--- src/rtl/cpu_oci_dct_packer.sv ---
// cpu_oci_dct_packer
//   Packs 2-bit direct control-flow trace codes from the retire stage into a
//   DEPTH-slot accumulator. A full or flushed accumulator is moved into a
//   one-entry output register and presented as a frame on a valid/ready port.
//   A halt starts an end-of-test drain. The drain force-flushes the accumulator.
//   It reports completion once every frame has been accepted.
// Ports
//   clk, reset_n              clock, async active-low reset
//   code_valid, code          incoming trace code
//   flush                     single-cycle request to emit the partial buffer
//   halt                      level, starts the end-of-test drain
//   frame_ready/frame_valid   downstream handshake
//   frame_data, frame_count   packed frame (code k at [2k+1:2k]) and its size
//   dct_buffer, dct_count     live accumulator contents and count
//   overflow                  sticky dropped-code flag
//   test_ending/test_has_ended  drain in progress or complete / drain complete
module cpu_oci_dct_packer #(
    parameter int DEPTH  = 15,
    parameter int CODE_W = 2,
    localparam int BUF_W = DEPTH * CODE_W
) (
    input  logic             clk,
    input  logic             reset_n,
    input  logic             code_valid,
    input  logic [CODE_W-1:0] code,
    input  logic             flush,
    input  logic             halt,
    input  logic             frame_ready,
    output logic             frame_valid,
    output logic [BUF_W-1:0] frame_data,
    output logic [3:0]       frame_count,
    output logic [BUF_W-1:0] dct_buffer,
    output logic [3:0]       dct_count,
    output logic             overflow,
    output logic             test_ending,
    output logic             test_has_ended
);

    typedef enum logic [1:0] {RUN, ENDING, ENDED} state_e;

    state_e           state_q, state_d;
    logic [BUF_W-1:0] acc_q, acc_d, out_data_q, out_data_d;
    logic [3:0]       cnt_q, cnt_d, out_cnt_q, out_cnt_d;
    logic             out_vld_q, out_vld_d, ovf_q, ovf_d, pend_q, pend_d;

    logic [BUF_W-1:0] ext_buf;
    logic [3:0]       ext_cnt;
    logic             out_free, code_in, trig_full, flush_req, trig_flush, form;

    always_comb begin
        // Output register can take a frame if empty or being drained now.
        out_free   = !out_vld_q || frame_ready;
        code_in    = code_valid && (state_q == RUN) && (cnt_q != 4'(DEPTH));
        // Accumulator as it would look with this cycle's code appended.
        ext_buf    = acc_q;
        ext_cnt    = cnt_q;
        if (code_in) begin
            ext_buf[cnt_q*CODE_W +: CODE_W] = code;
            ext_cnt = cnt_q + 4'd1;
        end
        trig_full  = code_in && (ext_cnt == 4'(DEPTH));
        // Drain states force a flush; a stalled flush is retried via pend_q.
        flush_req  = flush || pend_q || (state_q != RUN);
        trig_flush = flush_req && (ext_cnt != 4'd0);
        form       = trig_full || trig_flush;

        acc_d      = acc_q;
        cnt_d      = cnt_q;
        out_data_d = out_data_q;
        out_cnt_d  = out_cnt_q;
        out_vld_d  = out_vld_q;
        ovf_d      = ovf_q;
        pend_d     = pend_q;
        state_d    = state_q;

        if (form && out_free) begin
            out_data_d = ext_buf;
            out_cnt_d  = ext_cnt;
            out_vld_d  = 1'b1;
            acc_d      = '0;
            cnt_d      = 4'd0;
            pend_d     = 1'b0;
        end else begin
            if (out_vld_q && frame_ready) out_vld_d = 1'b0;
            if (form) begin
                // Stalled: remember a flush; a completing code is dropped
                // so the accumulator keeps its DEPTH-1 codes.
                pend_d = flush || pend_q;
                if (trig_full) begin
                    ovf_d = 1'b1;
                end else begin
                    acc_d = ext_buf;
                    cnt_d = ext_cnt;
                end
            end else begin
                acc_d  = ext_buf;
                cnt_d  = ext_cnt;
                pend_d = 1'b0;
            end
        end

        if (code_valid && (state_q == RUN) && (cnt_q == 4'(DEPTH))) ovf_d = 1'b1;

        case (state_q)
            RUN:     if (halt) state_d = ENDING;
            ENDING:  if ((cnt_q == 4'd0) && !out_vld_q) state_d = ENDED;
            default: state_d = ENDED;
        endcase
    end

    always_ff @(posedge clk or negedge reset_n) begin
        if (!reset_n) begin
            state_q    <= RUN;
            acc_q      <= '0;
            cnt_q      <= 4'd0;
            out_data_q <= '0;
            out_cnt_q  <= 4'd0;
            out_vld_q  <= 1'b0;
            ovf_q      <= 1'b0;
            pend_q     <= 1'b0;
        end else begin
            state_q    <= state_d;
            acc_q      <= acc_d;
            cnt_q      <= cnt_d;
            out_data_q <= out_data_d;
            out_cnt_q  <= out_cnt_d;
            out_vld_q  <= out_vld_d;
            ovf_q      <= ovf_d;
            pend_q     <= pend_d;
        end
    end

    assign frame_valid    = out_vld_q;
    assign frame_data     = out_data_q;
    assign frame_count    = out_cnt_q;
    assign dct_buffer     = acc_q;
    assign dct_count      = cnt_q;
    assign overflow       = ovf_q;
    assign test_ending    = (state_q != RUN);
    assign test_has_ended = (state_q == ENDED);

endmodule

--- config.mk ---
export PLATFORM = sky130hd
export DESIGN_NAME = cpu_oci_dct_packer
export DESIGN_NICKNAME = d
export VERILOG_FILES = /design/src/rtl/cpu_oci_dct_packer.sv
export SDC_FILE = /design/constraint.sdc
export NUM_CORES = 1
export LEC_CHECK = 0
export BUFFER_PORTS_ARGS = -buffer_cell sky130_fd_sc_hd__buf_2
export CORE_MARGIN = 3
export CORE_UTILIZATION = 54
export CTS_CLUSTER_SIZE = 25
export DETAILED_ROUTE_END_ITERATION = 10
export PLACE_DENSITY = 0.91
export SYNTH_ARGS = -nofsm -noshare
export SYNTH_HDL_FRONTEND = slang
export SYNTH_SLANG_ARGS = --single-unit
--- constraint.sdc ---
create_clock -name clk -period 3.1 [get_ports clk]
set_input_delay 0.155 -clock clk [delete_from_list [all_inputs] [get_ports clk]]
set_output_delay 0.155 -clock clk [all_outputs]
set_load 0.1 [all_outputs]
==> results.sh, run 1 <==
export IMPL_track_usage_pct=24.5
export IMPL_synth_edf_count=0
export IMPL_slew_viol_final=0
export IMPL_max_freq_mhz=344
export IMPL_slew_headroom_pct=57.5
export IMPL_switching_share_pct=42.4
export IMPL_leakagePower_nw=2.27
export IMPL_worstSetupEndpoint="frame_data[10]"
export IMPL_min_period_over_period_pct=93.8
export IMPL_cts_setup_buffers=0
export IMPL_wl_per_cell_um=18.4
export IMPL_syn_nets=357
export IMPL_placed_area_sq_um=4170
export IMPL_synth_area_leaders="dfrtp_1, mux2_2, mux2i_1"
export IMPL_htreeDepth=3
export IMPL_clock_sinks=73
export IMPL_rrSetupSlack_ns=0.19
export IMPL_vias=3018
export IMPL_grt_pass1_wl_um=14600
export IMPL_power_density_nw_per_um2=747
export IMPL_drtIter0Drc=226
export IMPL_critPathKind="reg2reg"
export IMPL_antenna_left=0
export IMPL_synth_area_sq_um=3700
export IMPL_async_flop_share_pct=100
export IMPL_ys_warn_count=0
export IMPL_cts_tree="built"
export IMPL_layout_drive_gt1_share_pct=34.7
export IMPL_start_util_pct=56.9
export IMPL_numCtsBuffers=9
export IMPL_ys_ff_latch=73
export IMPL_yosysUniqueCellTypes=49
export IMPL_critPathLaunchType="register"
export IMPL_cap_violations=0
export IMPL_worstMarginPinSlew_ns=0.637
export IMPL_ys_seq_area_share_pct=49.4
export IMPL_overflow=0
export IMPL_power_internal_mw=1.90
export IMPL_status="completed"
export IMPL_clock_skew_ns=0.0125
export IMPL_worstSetupEndpointType="register"
export IMPL_synth_ff_type="dfrtp_1"
export IMPL_stdcell_count=503
export IMPL_syn_inst=343
export IMPL_seqPwrFrac_pct=32.8
export IMPL_cts_resized=0
export IMPL_clock_path_buffers=2
export IMPL_hold_slack_ns=0.0661
export IMPL_dieArea_sq_um=7880
export IMPL_dp_cells=486
export IMPL_comb_power_share_pct=40.4
export IMPL_drc=0
export IMPL_crit_start="dct_count[0]"
export IMPL_rows=29
export IMPL_r2r_start="dct_count[0]"
export IMPL_hold_viol=0
export IMPL_rsz0062_at_grt="no"
export IMPL_ios=80
export IMPL_tns_ns=0
export IMPL_setup_viol=0
export IMPL_dr_pass1_iters=7
export IMPL_hold_class="in2reg"
export IMPL_core_area_sq_um=6490
export IMPL_cts_root_buffer_cell="clkbuf_8"
export IMPL_vdd_drop_max_v=0.000463
export IMPL_hold_buffers=1
export IMPL_yosysTopAreaCell="dfrtp_1"
export IMPL_diodes=0
export IMPL_rr_worst_depth=8
export IMPL_grt_antenna_before_repair=0
export IMPL_grt_max_degree=69
export IMPL_totalWireLength_um=9240
export IMPL_area_delta_synth_final_pct=19.4
export IMPL_synth_top_area_share_pct=49.4
export IMPL_period_needed_ns=2.91
export IMPL_gp_congestion=0.859
export IMPL_clk_pin_slew_ns=0.07
export IMPL_die_y_um=88.7
export IMPL_path_max_fanout=68
export IMPL_crit_required_ns=3.32
export IMPL_die_x_um=88.7
export IMPL_clkLatencyLatePin_ns=0.34
export IMPL_grt_pass1_vias=3044
export IMPL_syn_avg_cell_area_sq_um=10.8
export IMPL_dpl_hpwl_um=6400
export IMPL_critPathArrivalTime_ns=3.13
export IMPL_p_switching_mw=1.40
export IMPL_post_drt_via_cell_ratio=6.00
export IMPL_finalInstanceArea_sq_um=4420
export IMPL_clockPowerShare_pct=26.8
export IMPL_final_nets=435
export IMPL_rr_endpoint="frame_data[10]"
export IMPL_io_buffers=79
[per-layer routing]
metal / GRT usage [%] / share of wire (%) / vias up
li1: - / - / 1360
met1: 31.3 / 40 / 1471
met2: 39.7 / 50 / 149
met3: 5.12 / 6.5 / 38
met4: 11.7 / 3.1 / 0
met5: 0 / 0 / -
[worst max-delay path: stages, from the launching register on]
cell      delay [ns]
dfrtp_2         0.51
inv_1           0.15
ha_1            0.45
nor2b_1         0.24
nand4b_1        0.12
a221o_1         0.38
a21boi_4        0.17
buf_12          0.31
mux2_2          0.39
[final cells by class]
cell class                 instances  area [sq um]
timing repair buffer              84           448
clock inverter                     5           104
multi-input combinational        232          1730
clock buffer                      11           131
inverter                          21          78.8
fill                             454          2080
sequential                        73          1830
tap                               77          96.3
[power by group through the flow]
stage	Clock, mW	Combinational, mW	Sequential, mW
5_1_grt	0.937	1.39	1.09
3_5_place_dp	0	1.31	1.10
4_1_cts	0.893	1.32	1.08
2_1_floorplan	0	0.774	1.38
6_report	0.884	1.33	1.08
3_3_place_gp	0	1.29	1.09
[through the flow]
step                      setup WS [ns]  total power [mW]  utilization (%)
after global routing             0.0907              3.42             68.0
final                             0.192              3.30             68.0
after CTS                         0.275              3.29             68.0
after global placement            0.418              2.38             64.2
after floorplan                   0.144              2.16                -
after detailed placement          0.301              2.41             64.2
[cell families after synthesis]
family,share of synthesized area [%]
flops,49.4
xor+xnor,0.711
mux,16.4
fa+ha+maj,2.03
buf+inv,4.37
simple gates,15.5
compound gates,11.5
[synth_stat cells, drive strengths merged (2+ instances only)]
cell type and n:
nand2b 5, nor3b 2, o31ai 6, a21bo 8, nor2b 7, and2 4, mux2 31, nand2 23
nand3 11, mux2i 25, inv 21, or3 2, buf 10, nor3 4, nor2 19, xnor2 2
a2111o 2, o21ai 21, or2 5, dfrtp 73, nor4 4, clkbuf 7, and3 10, ha 6
a21oi 20
[registers in the layout, summed over array words and instances (netlist names)]
register,count
frame_valid,1
pend_q,1
frame_count,4
dct_count,4
dct_buffer,30
overflow,1
frame_data,30
state_q,2
[how the worst min path moves through the flow]
| stage | cells after the start | slack [ns] | endpoint | start |
|---|---|---|---|---|
| final | 3 | 0.07 | state_q[0] | halt |
| after detailed placement | 1 | 0.16 | dct_buffer[2] | reset_n |
| after CTS | 3 | 0.06 | state_q[0] | halt |
| after global routing | 3 | 0.08 | state_q[0] | halt |
| after floorplan | 0 | -0.14 | dct_buffer[0] | reset_n |
| after global placement | 1 | 0.14 | frame_data[2] | reset_n |
[placed cells by master, fill, tap and decap left out, types with 4 or more instances in the layout]
master | netlist | layout
mux2_2 | 26 | 26
a21oi_1 | 20 | 20
inv_1 | 21 | 21
o31ai_1 | 6 | 6
nor3_1 | 4 | 4
clkbuf_8 | 0 | 9
nand3_1 | 11 | 11
dfrtp_2 | 0 | 4
a21bo_2 | 8 | 8
and3_1 | 10 | 10
nor2b_1 | 7 | 7
mux2i_1 | 25 | 25
nor2_1 | 19 | 19
ha_1 | 6 | 6
nand2b_1 | 5 | 5
buf_2 | 8 | 79
o21ai_0 | 21 | 21
and2_1 | 4 | 4
dfrtp_1 | 73 | 69
nand2_1 | 22 | 22
or2_2 | 5 | 5
Power figures use the tool's default switching activity.
==> run 2: changes to the inputs <==
--- a/config.mk
+++ b/config.mk
@@ -7,4 +7,5 @@
 export LEC_CHECK = 0
 export BUFFER_PORTS_ARGS = -buffer_cell sky130_fd_sc_hd__buf_2
+export CAP_MARGIN = 20
 export CORE_MARGIN = 3
 export CORE_UTILIZATION = 54
==> constraint.sdc (replaced) <==
create_clock -name clk -period 3.1 [get_ports clk]
set_input_delay 0.155 -clock clk [delete_from_list [all_inputs] [get_ports clk]]
set_output_delay 0.155 -clock clk [all_outputs]
set_load 0.01 [all_outputs]
==> run 2 against run 1 <==
Net effect:
- final cell count increased by 1.2%
- clock power increased by 4.2%
- clock skew increased by 0.0019 ns
- final area increased by 1.1%
- first-iteration DRC count increased by 32%
- maximum frequency decreased by 0.80%
- global-route usage increased by 0.38 points
- power decreased by 10%
- hold slack got worse by 0.046 ns
- critical path depth unchanged
- clock-buffer cell count increased by 1
- highest routed layer unchanged
==> results.sh, run 2 (synthesized netlist as in run 1, its figures left out) <==
export IMPL_status="completed"
export IMPL_start_util_pct=56.9
export IMPL_worstSetupEndpoint="frame_count[2]"
export IMPL_rr_worst_depth=8
export IMPL_setup_viol=0
export IMPL_cts_tree="built"
export IMPL_tns_ns=0
export IMPL_cts_setup_buffers=0
export IMPL_path_max_fanout=22
export IMPL_crit_required_ns=3.34
export IMPL_cts_root_buffer_cell="clkbuf_8"
export IMPL_power_density_nw_per_um2=662
export IMPL_wl_per_cell_um=18.3
export IMPL_dpl_hpwl_um=6420
export IMPL_grt_antenna_before_repair=0
export IMPL_p_switching_mw=1.02
export IMPL_clock_skew_ns=0.0144
export IMPL_dr_pass1_iters=5
export IMPL_clock_path_buffers=2
export IMPL_comb_power_share_pct=32.9
export IMPL_gp_congestion=0.917
export IMPL_numCtsBuffers=9
export IMPL_critPathLaunchType="register"
export IMPL_drtIter0Drc=298
export IMPL_final_nets=441
export IMPL_slew_headroom_pct=54.8
export IMPL_hold_viol=0
export IMPL_switching_share_pct=34.5
export IMPL_most_common_layout_cells="buf_2, dfrtp_1, mux2_2"
export IMPL_vdd_drop_max_v=0.000417
export IMPL_die_y_um=88.7
export IMPL_worstMarginPinSlew_ns=0.661
export IMPL_post_drt_via_cell_ratio=5.90
export IMPL_crit_start="dct_count[1]"
export IMPL_htreeDepth=3
export IMPL_leakagePower_nw=2.31
export IMPL_grt_max_degree=47
export IMPL_totalWireLength_um=9320
export IMPL_period_needed_ns=2.93
export IMPL_multi_input_area_sq_um=1730
export IMPL_ios=80
export IMPL_power_internal_mw=1.94
export IMPL_max_freq_mhz=341
export IMPL_dieArea_sq_um=7880
export IMPL_hold_class="in2reg"
export IMPL_rows=29
export IMPL_vias=3002
export IMPL_min_period_over_period_pct=94.6
export IMPL_area_delta_synth_final_pct=20.7
export IMPL_fill_cells=455
export IMPL_drc=0
export IMPL_critPathArrivalTime_ns=3.17
export IMPL_overflow=0
export IMPL_regArea_sq_um=1830
export IMPL_track_usage_pct=24.9
export IMPL_r2r_start="dct_count[1]"
export IMPL_grt_pass1_vias=3036
export IMPL_cap_violations=0
export IMPL_worstSetupEndpointType="register"
export IMPL_io_buffers=79
export IMPL_rr_endpoint="frame_count[2]"
export IMPL_grt_pass1_wl_um=14900
export IMPL_antenna_left=0
export IMPL_diodes=0
export IMPL_critPathKind="reg2reg"
export IMPL_clk_pin_slew_ns=0.08
export IMPL_clockPowerShare_pct=31.1
export IMPL_layout_drive_gt1_share_pct=34.7
export IMPL_rrSetupSlack_ns=0.17
export IMPL_slew_viol_final=0
export IMPL_die_x_um=88.7
export IMPL_seqPwrFrac_pct=36.0
export IMPL_layout_commonest_cell="buf_2"
export IMPL_power_total_mw=2.96
export IMPL_clock_sinks=73
export IMPL_rsz0062_at_grt="no"
export IMPL_core_area_sq_um=6490
export IMPL_clkLatencyLatePin_ns=0.36
run 2: cell types whose count changed in the layout (fill, tap and decap cells not counted), sizes merged:
| cell | delta |
|---|---|
| buf | +6 |
| clkinv | -2 |
| inv | +1 |
| clkbuf | +1 |
run 2: metrics by stage:
step           util [%]  cell area, sq um  hold WS, ns  cells  setup WS [ns]
2_1_floorplan         -              3700       -0.141    343          0.461
3_3_place_gp       64.8              4210        0.161    492          0.414
3_5_place_dp       64.8              4210        0.171    492          0.316
4_1_cts            68.7              4460       0.0185    509          0.228
5_1_grt            68.7              4460       0.0272    509         0.0775
6_report           68.7              4460       0.0196    509          0.168
run 2: power by group through the flow:
stage               clock network (mW)  registers, mW  logic [mW]
floorplan                            0           1.09       0.668
global placement                     0           1.07       0.926
detailed placement                   0           1.08       0.949
CTS                              0.921           1.06       0.961
global route                     0.970           1.07        1.04
finish                           0.921           1.06       0.971
run 2: worst min-delay path by stage:
stage               startpoint       endpoint  depth (start not counted)
floorplan              reset_n  dct_buffer[0]                          0
global placement       reset_n  frame_data[3]                          1
detailed placement     reset_n  frame_data[4]                          1
CTS                       halt     state_q[0]                          3
global route              halt     state_q[0]                          3
finish                    halt     state_q[0]                          3
run 2: layer usage:
| layer | up-vias | global-route usage, % | part of all wire [%] |
|---|---|---|---|
| met2 | 149 | 40.8 | 50 |
| li1 | 1372 | - | - |
| met5 | - | 0 | 0 |
| met3 | 29 | 4.28 | 6.5 |
| met4 | 0 | 12.0 | 2.9 |
| met1 | 1452 | 31.9 | 41 |
run 2: repair_timing:
action,in CTS,in global routing
hold endpoints to repair,23,0
gates resized for setup,0,0
hold buffers,1,0
run 2: critical path, cell delays in order (launching register included):
cell and delay [ns]:
dfrtp_1 0.57, inv_1 0.17, ha_1 0.45, nor2b_1 0.25, nand4b_1 0.11, a221o_1 0.38
a21boi_4 0.19, buf_4 0.32, mux2_2 0.37
run 2: cell type report:
class                           instances  share of cell area [%]
Sequential cell                        73                    40.9
Timing Repair Buffer                   90                    11.0
Tap cell                               77                    2.16
Multi-Input combinational cell        232                    38.6
Inverter                               21                    1.77
Clock buffer                           12                    3.25
Clock inverter                          4                    2.21
